$ cat src/rtl/mips_multicycle_control.sv
// rtl/mips_multicycle_control.sv - main control FSM for the multicycle MIPS datapath
//
// Decodes the instruction opcode and steps one instruction through 3-5 states,
// driving the datapath enables and the 2-bit ALUOp for the ALU control decoder.
// Memory states (FETCH, MEMRD, MEMWR) wait on mem_ready and abort to FETCH with a
// mem_err pulse after MEM_TIMEOUT consecutive not-ready cycles.
//
// Optional feature macro: CTRL_ANDI_EN (andi decodes through ADDIEX/ADDIWB with alu_op=11).
//
// Ports:
//   clk, rst          clock (rising edge), asynchronous active-low reset
//   opcode            instr[31:26], sampled in DECODE and MEMADR only
//   zero              ALU zero flag (conditional PC load in BRANCH)
//   mem_ready         memory completes the access this cycle
//   mem_req/mem_write memory request / write strobe
//   iord              address mux select (0=PC, 1=ALUOut)
//   ir_write, pc_en   instruction register load, PC load
//   pc_src            PC source (00=ALU, 01=ALUOut, 10=jump target)
//   alu_src_a/_b      ALU operand selects
//   alu_op            ALUOp to the ALU control decoder
//   reg_write/reg_dst/mem_to_reg  register file write controls
//   mem_err, illegal  one-cycle error pulses
//   state             current state code (debug)

module mips_multicycle_control #(
    parameter int MEM_TIMEOUT = 15,
    parameter int TO_W        = 4
) (
    input  logic       clk,
    input  logic       rst,
    input  logic [5:0] opcode,
    input  logic       zero,
    input  logic       mem_ready,
    output logic       mem_req,
    output logic       mem_write,
    output logic       iord,
    output logic       ir_write,
    output logic       pc_en,
    output logic [1:0] pc_src,
    output logic       alu_src_a,
    output logic [1:0] alu_src_b,
    output logic [1:0] alu_op,
    output logic       reg_write,
    output logic       reg_dst,
    output logic       mem_to_reg,
    output logic       mem_err,
    output logic       illegal,
    output logic [3:0] state
);

    typedef enum logic [3:0] {
        S_FETCH  = 4'd0,
        S_DECODE = 4'd1,
        S_MEMADR = 4'd2,
        S_MEMRD  = 4'd3,
        S_MEMWB  = 4'd4,
        S_MEMWR  = 4'd5,
        S_EXEC   = 4'd6,
        S_ALUWB  = 4'd7,
        S_BRANCH = 4'd8,
        S_ADDIEX = 4'd9,
        S_ADDIWB = 4'd10,
        S_JUMP   = 4'd11
    } state_t;

    localparam logic [5:0] OP_RTYPE = 6'b000000;
    localparam logic [5:0] OP_LW    = 6'b100011;
    localparam logic [5:0] OP_SW    = 6'b101011;
    localparam logic [5:0] OP_BEQ   = 6'b000100;
    localparam logic [5:0] OP_ADDI  = 6'b001000;
    localparam logic [5:0] OP_J     = 6'b000010;
`ifdef CTRL_ANDI_EN
    localparam logic [5:0] OP_ANDI  = 6'b001100;
`endif

    state_t            state_q, state_d;
    logic [TO_W-1:0]   wait_cnt_q, wait_cnt_d;
    logic              mem_state;
    logic              timeout;
    logic              pc_write;
    logic              branch;
`ifdef CTRL_ANDI_EN
    // Remembers andi across ADDIEX, where opcode is no longer sampled.
    logic              is_andi_q, is_andi_d;
`endif

    always_ff @(posedge clk or negedge rst) begin
        if (!rst) begin
            state_q    <= S_FETCH;
            wait_cnt_q <= '0;
`ifdef CTRL_ANDI_EN
            is_andi_q  <= 1'b0;
`endif
        end else begin
            state_q    <= state_d;
            wait_cnt_q <= wait_cnt_d;
`ifdef CTRL_ANDI_EN
            is_andi_q  <= is_andi_d;
`endif
        end
    end

    always_comb begin
        state_d    = state_q;
        wait_cnt_d = '0;
        mem_req    = 1'b0;
        mem_write  = 1'b0;
        iord       = 1'b0;
        ir_write   = 1'b0;
        pc_write   = 1'b0;
        branch     = 1'b0;
        pc_src     = 2'b00;
        alu_src_a  = 1'b0;
        alu_src_b  = 2'b00;
        alu_op     = 2'b00;
        reg_write  = 1'b0;
        reg_dst    = 1'b0;
        mem_to_reg = 1'b0;
        illegal    = 1'b0;
`ifdef CTRL_ANDI_EN
        is_andi_d  = is_andi_q;
`endif

        // wait_cnt_q holds the number of earlier consecutive not-ready cycles, so the
        // current not-ready cycle is number wait_cnt_q+1. A ready cycle always wins.
        mem_state = (state_q == S_FETCH) || (state_q == S_MEMRD) || (state_q == S_MEMWR);
        timeout   = mem_state && !mem_ready && (wait_cnt_q == TO_W'(MEM_TIMEOUT - 1));
        if (mem_state && !mem_ready && !timeout) begin
            wait_cnt_d = wait_cnt_q + 1'b1;
        end
        mem_err = timeout;

        case (state_q)
            S_FETCH: begin
                mem_req   = 1'b1;
                alu_src_b = 2'b01;
                if (mem_ready) begin
                    ir_write = 1'b1;
                    pc_write = 1'b1;
                    state_d  = S_DECODE;
                end
            end
            S_DECODE: begin
                alu_src_b = 2'b11;
                case (opcode)
                    OP_RTYPE:     state_d = S_EXEC;
                    OP_LW, OP_SW: state_d = S_MEMADR;
                    OP_BEQ:       state_d = S_BRANCH;
                    OP_ADDI:      state_d = S_ADDIEX;
                    OP_J:         state_d = S_JUMP;
`ifdef CTRL_ANDI_EN
                    OP_ANDI:      state_d = S_ADDIEX;
`endif
                    default: begin
                        illegal = 1'b1;
                        state_d = S_FETCH;
                    end
                endcase
`ifdef CTRL_ANDI_EN
                is_andi_d = (opcode == OP_ANDI);
`endif
            end
            S_MEMADR: begin
                alu_src_a = 1'b1;
                alu_src_b = 2'b10;
                state_d   = (opcode == OP_SW) ? S_MEMWR : S_MEMRD;
            end
            S_MEMRD: begin
                mem_req = 1'b1;
                iord    = 1'b1;
                if (mem_ready) begin
                    state_d = S_MEMWB;
                end else if (timeout) begin
                    state_d = S_FETCH;
                end
            end
            S_MEMWB: begin
                reg_write  = 1'b1;
                mem_to_reg = 1'b1;
                state_d    = S_FETCH;
            end
            S_MEMWR: begin
                mem_req   = 1'b1;
                mem_write = 1'b1;
                iord      = 1'b1;
                if (mem_ready || timeout) begin
                    state_d = S_FETCH;
                end
            end
            S_EXEC: begin
                alu_src_a = 1'b1;
                alu_op    = 2'b10;
                state_d   = S_ALUWB;
            end
            S_ALUWB: begin
                reg_write = 1'b1;
                reg_dst   = 1'b1;
                state_d   = S_FETCH;
            end
            S_BRANCH: begin
                alu_src_a = 1'b1;
                alu_op    = 2'b01;
                branch    = 1'b1;
                pc_src    = 2'b01;
                state_d   = S_FETCH;
            end
            S_ADDIEX: begin
                alu_src_a = 1'b1;
                alu_src_b = 2'b10;
`ifdef CTRL_ANDI_EN
                alu_op    = is_andi_q ? 2'b11 : 2'b00;
`else
                alu_op    = 2'b00;
`endif
                state_d   = S_ADDIWB;
            end
            S_ADDIWB: begin
                reg_write = 1'b1;
                state_d   = S_FETCH;
            end
            S_JUMP: begin
                pc_write = 1'b1;
                pc_src   = 2'b10;
                state_d  = S_FETCH;
            end
            default: begin
                state_d = S_FETCH;
            end
        endcase

        pc_en = pc_write | (branch & zero);

        // Outputs are forced low for as long as reset is held, not just at its edge.
        if (!rst) begin
            mem_req    = 1'b0;
            mem_write  = 1'b0;
            iord       = 1'b0;
            ir_write   = 1'b0;
            pc_en      = 1'b0;
            pc_src     = 2'b00;
            alu_src_a  = 1'b0;
            alu_src_b  = 2'b00;
            alu_op     = 2'b00;
            reg_write  = 1'b0;
            reg_dst    = 1'b0;
            mem_to_reg = 1'b0;
            mem_err    = 1'b0;
            illegal    = 1'b0;
        end
    end

    assign state = state_q;

endmodule

$ cat config.mk
export PLATFORM = sky130hd
export DESIGN_NAME = mips_multicycle_control
export DESIGN_NICKNAME = d
export VERILOG_FILES = /design/src/rtl/mips_multicycle_control.sv
export SDC_FILE = /design/constraint.sdc
export NUM_CORES = 1
export LEC_CHECK = 0
export BUFFER_PORTS_ARGS = -buffer_cell sky130_fd_sc_hd__buf_2
export CAP_MARGIN = 20
export CORE_MARGIN = 3
export CORE_UTILIZATION = 52
export CTS_BUF_LIST = sky130_fd_sc_hd__clkbuf_8
export DETAILED_ROUTE_END_ITERATION = 10
export PLACE_DENSITY_LB_ADDON = 0.08
export SLEW_MARGIN = 0
export SYNTH_ARGS = -nofsm -noshare
export SYNTH_HDL_FRONTEND = slang
export SYNTH_SLANG_ARGS = --single-unit
$ cat constraint.sdc
create_clock -name clk -period 4 [get_ports clk]
set_input_delay 0.4 -clock clk [delete_from_list [all_inputs] [get_ports clk]]
set_output_delay 0.4 -clock clk [all_outputs]
set_load 0.005 [all_outputs]
---- After elaboration in Yosys (flattened, before gate mapping) ----
Index checks and enable logic that the tools add are counted.
word-level totals
  output and inout port bits .............. 21
  logic and storage cells ................. 81
  input bits .............................. 10
  register bits ........................... 8
cells by class
  multiplexer cells ....................... 38
  add/sub/neg operators ................... 1
  equal/unequal tests ..................... 20
  bitwise logic cells ..................... 2
  reductions and logical operators ........ 18
operators by type and width
  operator                                                                number
  4-bit case mux with 7 select lines                                      1
  1-bit two-way mux                                                       23
  4-bit equality test (second input constant)                             5
  4-bit two-way mux                                                       5
  4-bit case mux with 5 select lines                                      1
  4-bit by 3-bit equality test with 1-bit output (second input constant)  4
  6-bit equality test (second input constant)                             2
  4-bit by 2-bit equality test with 1-bit output (second input constant)  2
  2-bit case mux with 2 select lines                                      2
  6-bit by 2-bit equality test with 1-bit output (second input constant)  1
  6-bit by 3-bit equality test with 1-bit output (second input constant)  1
  6-bit by 4-bit equality test with 1-bit output (second input constant)  1
  6-bit zero test                                                         1
  2-bit two-way mux                                                       3
  2-bit case mux with 3 select lines                                      1
  2-bit OR reduction                                                      3
  3-bit OR reduction                                                      2
  6-bit OR reduction                                                      1
  4-bit by 1-bit adder with 4-bit output (second input constant)          1
  4-bit by 1-bit equality test with 1-bit output (second input constant)  1
  4-bit zero test                                                         1
  4-bit OR reduction                                                      1
  1-bit logical AND                                                       3
  1-bit logical OR                                                        3
  9 further kinds                                                         10

---- Logic depth before layout (Yosys ltp) ----
  depth in word-level cells ............... 8
  depth in mapped cells ................... 6
  mapped depth without buffers ............ 6

---- Worst setup path before layout ----
No wires, ideal clock.
  path kind ............................... register -> output
  from .................................... reg state_q[3], in the netlist state[3]
  to ...................................... out pc_en
  data arrival time ....................... 1.252 ns
  path buffers ............................ 1
  slack ................................... 2.348 ns
  data required time ...................... 3.600 ns
  stages on the path, launching flop included .. 6
  cell sequence ........................... dfrtp_1 clkbuf_1 nor2b_1 nand2_1 nor3_1 a211o_1
on the way
  cells in the longest elaborated chain, start to end .. 5
  elaborated cells between the ends (all ways) .. 8
  those cells by class .................... eq/ne (2); mux (3); bitwise (2); reduce/logical (1)
RTL lines
  item                    line  source
  start, declared         76    state_t state_q, state_d;
  start signal, assigned  95    state_q <= state_d;
  4-bit equality test     133   case (state_q)
  1-bit two-way mux       133
  1-bit AND               231   pc_en = pc_write | (branch & zero);
  1-bit OR *              231
  1-bit two-way mux *     234   if (!rst) begin
  end, declared           38    output logic pc_en,
Mark *: on every way between the ends. The rest lies on a longest branch, timed or not.

---- Final worst setup path ----
  from .................................... reg state_q[0], in the netlist state[0]
  to ...................................... out mem_err
on the way
  cells in the longest elaborated chain, start to end .. 6
  elaborated cells between the ends (all ways) .. 8
  those cells by class .................... eq/ne (2); mux (1); reduce/logical (5)
RTL lines
  item                                                                               line  source
  4-bit by 2-bit equality test with 1-bit output or 4-bit zero test (tied branches)  126   mem_state = (state_q == S_FETCH) || (state_q == S_MEMRD) || (state_q == S_MEMWR);
  1-bit logical OR                                                                   126
  1-bit logical OR *                                                                 126
  1-bit logical AND * (2 in series)                                                  127   timeout = mem_state && !mem_ready && (wait_cnt_q == TO_W'(MEM_TIMEOUT - 1));
  1-bit two-way mux *                                                                234
  end, declared                                                                      46    output logic mem_err,
Marked as above.

==> results.txt <==
Finished Layout Cells = 133
Final Util = 0.7458
max-slew violations = 0
Max Freq = 492.8 MHz
wire per inst = 13.26 um
RePlAce Congestion = 0.8873
share of layout cells above drive strength 1 = 0.3025
CTS tree = yes
Final Instance Area = 884.6 sq um
Worst R2R Setup Slack = 2.31 ns
Die Height = 42.78 um
clock buffer count from CTS = 3
yosys warns = 0
NetSw = 226.7 uW
area of the die = 1830 sq um
H-tree depth = 1
Seq pwr share = 0.335
Reg-to-Reg Start = state[0]
Setup CP Type = flop to output pin
RSZ-0062 raised after global routing = no
worst path cell trace = nor3_2 -> a21oi_1 -> nor4_1 -> buf_2
post-synthesis register bit count = 8
switching share of total power = 0.4469
GRT Util Overall = 0.2179
class of the worst hold path = primary input to asynchronous set/reset pin
Final min period = 2.029 ns
Critical-path top delay cell = dfrtp_1
hpwl dp = 1.354 mm
number of max-cap violations = 0
Power Internal = 280.6 uW
Synth Net Count = 104
Reg2Reg Depth = 4
largest net degree at the start of global routing = 20
drt pass-1 iters = 5
mapped cell area = 703.2 sq um
Post CTS Setup Buffer Count = 0
sequential area share after synthesis = 0.2847
Cell Area, Placed = 843.3 sq um
Post-CTS Hold Fix Bufs = 0
slowest stage delay, CP = 0.57 ns
# diodes = 0
root buffer cell = clkbuf_8
Bufs and invs on worst path = 1
nets = 133
clock sinks = 8
critical path's top delay family = simple AND/OR/NAND/NOR gates
Die X = 42.78 um
Starting Density = 0.5928
relative slew slack = 0.6361
PD cells = 573.4 nW/um^2
final-report setup violation count = 0
worst slew pin tran = 0.5458 ns
Crit Path Max Fanout = 19
placed cells = 130
unique cell type count in the Yosys netlist = 36
vias in the first global route = 711
routed vias = 798
Total Routed Length = 1.764 mm
post-synthesis average cell area = 7.643 sq um
initial DRC count = 9
IO Pins = 31
clk_lat worst skew = 0.23 ns
Gate Count Post-Synth = 92
Static Leak = 0.4515 nW
FF/Latch Area = 200.2 sq um
Post-CTS Resized = 0
Layout fillers = 95
run status = finished clean
Combinational Power Share = 0.470
Port Buffers = 30
Reg clk slew, reported paths = 0.04 ns
Worst Path Required = 3.60 ns
initial antenna violation count = 0
Clk pwr share = 0.196
Critical Path AT = 1.63 ns
Tcrit/Tclk final = 0.5073
antenna-violating nets left = 0
global-route wire length before repair = 3.118 mm
reg2reg end = state[0]
Max Buffers Root-to-Sink = 2
area taken by multi-input logic gates = 460.4 sq um
row cnt = 12
Crit. End Element = output pin
count of final hold-check violations = 0
Via-to-Cell Ratio = 6.000
GR Overflow Total = 0
Post-route DRC = 0
Peak VDD IR = 0.4195 mV
Core ar. = 1186 sq um
Setup Skew = 0.002532 ns
area delta synth->final = 25.80%
startpoint types = flop
TNS Setup = 0 ns
## worst register-to-register path, stage by stage (launching register included)
cell and delay [ns]:
dfrtp_1 0.57, nor3_2 0.33, a21oi_1 0.11, or3b_4 0.45, a22oi_2 0.16
## cell usage in the layout (no fill, tap or decap), types with 2 or more instances in the layout
cell       n
dfrtp_1    8
a31oi_1    2
nor2b_1    2
ha_1       2
buf_2     30
nand3_1    5
nor3_1    10
inv_1      4
nand2_1    5
nor4_1     2
xor2_1     4
a21oi_1    4
and3_1     4
nor2_1    11
o21ai_0    4
clkbuf_8   3
## Yosys cell counts
cell type	number	area, sq um
a211o_1	1	8.760
a21boi_0	1	7.510
a21oi_1	4	20.02
a221o_1	1	10.01
a22oi_1	1	7.510
a22oi_2	1	12.51
a311oi_1	1	8.760
a31oi_1	2	12.51
a41oi_1	1	8.760
and2_1	1	6.260
and3_1	4	25.02
buf_1	1	3.750
buf_2	4	20.02
clkbuf_1	1	3.750
dfrtp_1	8	200.2
ha_1	2	25.02
inv_1	4	15.01
nand2_1	5	18.77
nand3_1	5	25.02
nor2_1	11	41.29
nor2b_1	2	12.51
nor3_1	10	50.05
nor3_2	1	10.01
nor3b_1	1	7.510
nor4_1	2	12.51
nor4bb_1	1	10.01
o211ai_1	1	7.510
o21a_1	1	7.510
o21ai_0	4	20.02
o21bai_1	1	7.510
o31ai_1	1	7.510
o32ai_1	1	8.760
or3_1	1	6.260
or3b_4	1	11.26
xnor2_1	1	8.760
xor2_1	4	35.03
## routing by layer
metal | global-route usage | up-vias | share of wire
li1 | - | 391 | -
met1 | 0.3043 | 368 | 0.45
met2 | 0.3204 | 35 | 0.46
met3 | 0.06356 | 4 | 0.082
met4 | 0.06211 | 0 | 0.017
met5 | 0 | - | 0
## worst max path at each step
stage,start,end,slack [ns],depth (start not counted)
CTS,state[0],mem_err,1.98,4
global placement,state[0],mem_err,2.25,4
floorplan,state[3],pc_en,2.35,5
detailed placement,opcode[3],illegal,2.21,5
global route,state[0],mem_err,1.83,4
finish,state[0],mem_err,1.97,4
## power groups by stage
stage / Combinational, mW / Clock, mW / Sequential [mW]
after floorplan: 0.205 / 0 / 0.125
after global placement: 0.232 / 0 / 0.167
after detailed placement: 0.238 / 0 / 0.169
after CTS: 0.238 / 0.101 / 0.168
after global routing: 0.271 / 0.110 / 0.176
final: 0.238 / 0.0994 / 0.170
## logic make-up after synthesis
kind of cell / count (synthesis) / synth area share
xor gates and xnor gates: 5 / 0.06227
DFF: 8 / 0.2847
AOI/OAI and AO/OA: 22 / 0.2207
and+or+nand+nor: 45 / 0.3363
buffers and inverters: 10 / 0.06048
adders and majority gates: 2 / 0.03558
## final cells by class
class / count / share of cell area
multi-input combinational: 74 / 0.5205
tap: 14 / 0.01980
inverter: 4 / 0.01697
clock buffer: 3 / 0.04668
sequential: 8 / 0.2263
timing repair buffer: 30 / 0.1697
## per-stage QoR
stage	total power [mW]	setup slack, ns	hold WS (ns)
4_1_cts	0.5073	1.984	0.05190
3_5_place_dp	0.4070	2.215	0.2970
2_1_floorplan	0.3299	2.348	0.1044
3_3_place_gp	0.3982	2.253	0.2899
5_1_grt	0.5567	1.835	0.05794
6_report	0.5072	1.971	0.04211
## state kept, by name, indices dropped and copies added (netlist names)
name / cells
wait_cnt_q: 4
state: 4
No activity file was read; power rests on OpenSTA's default activity.
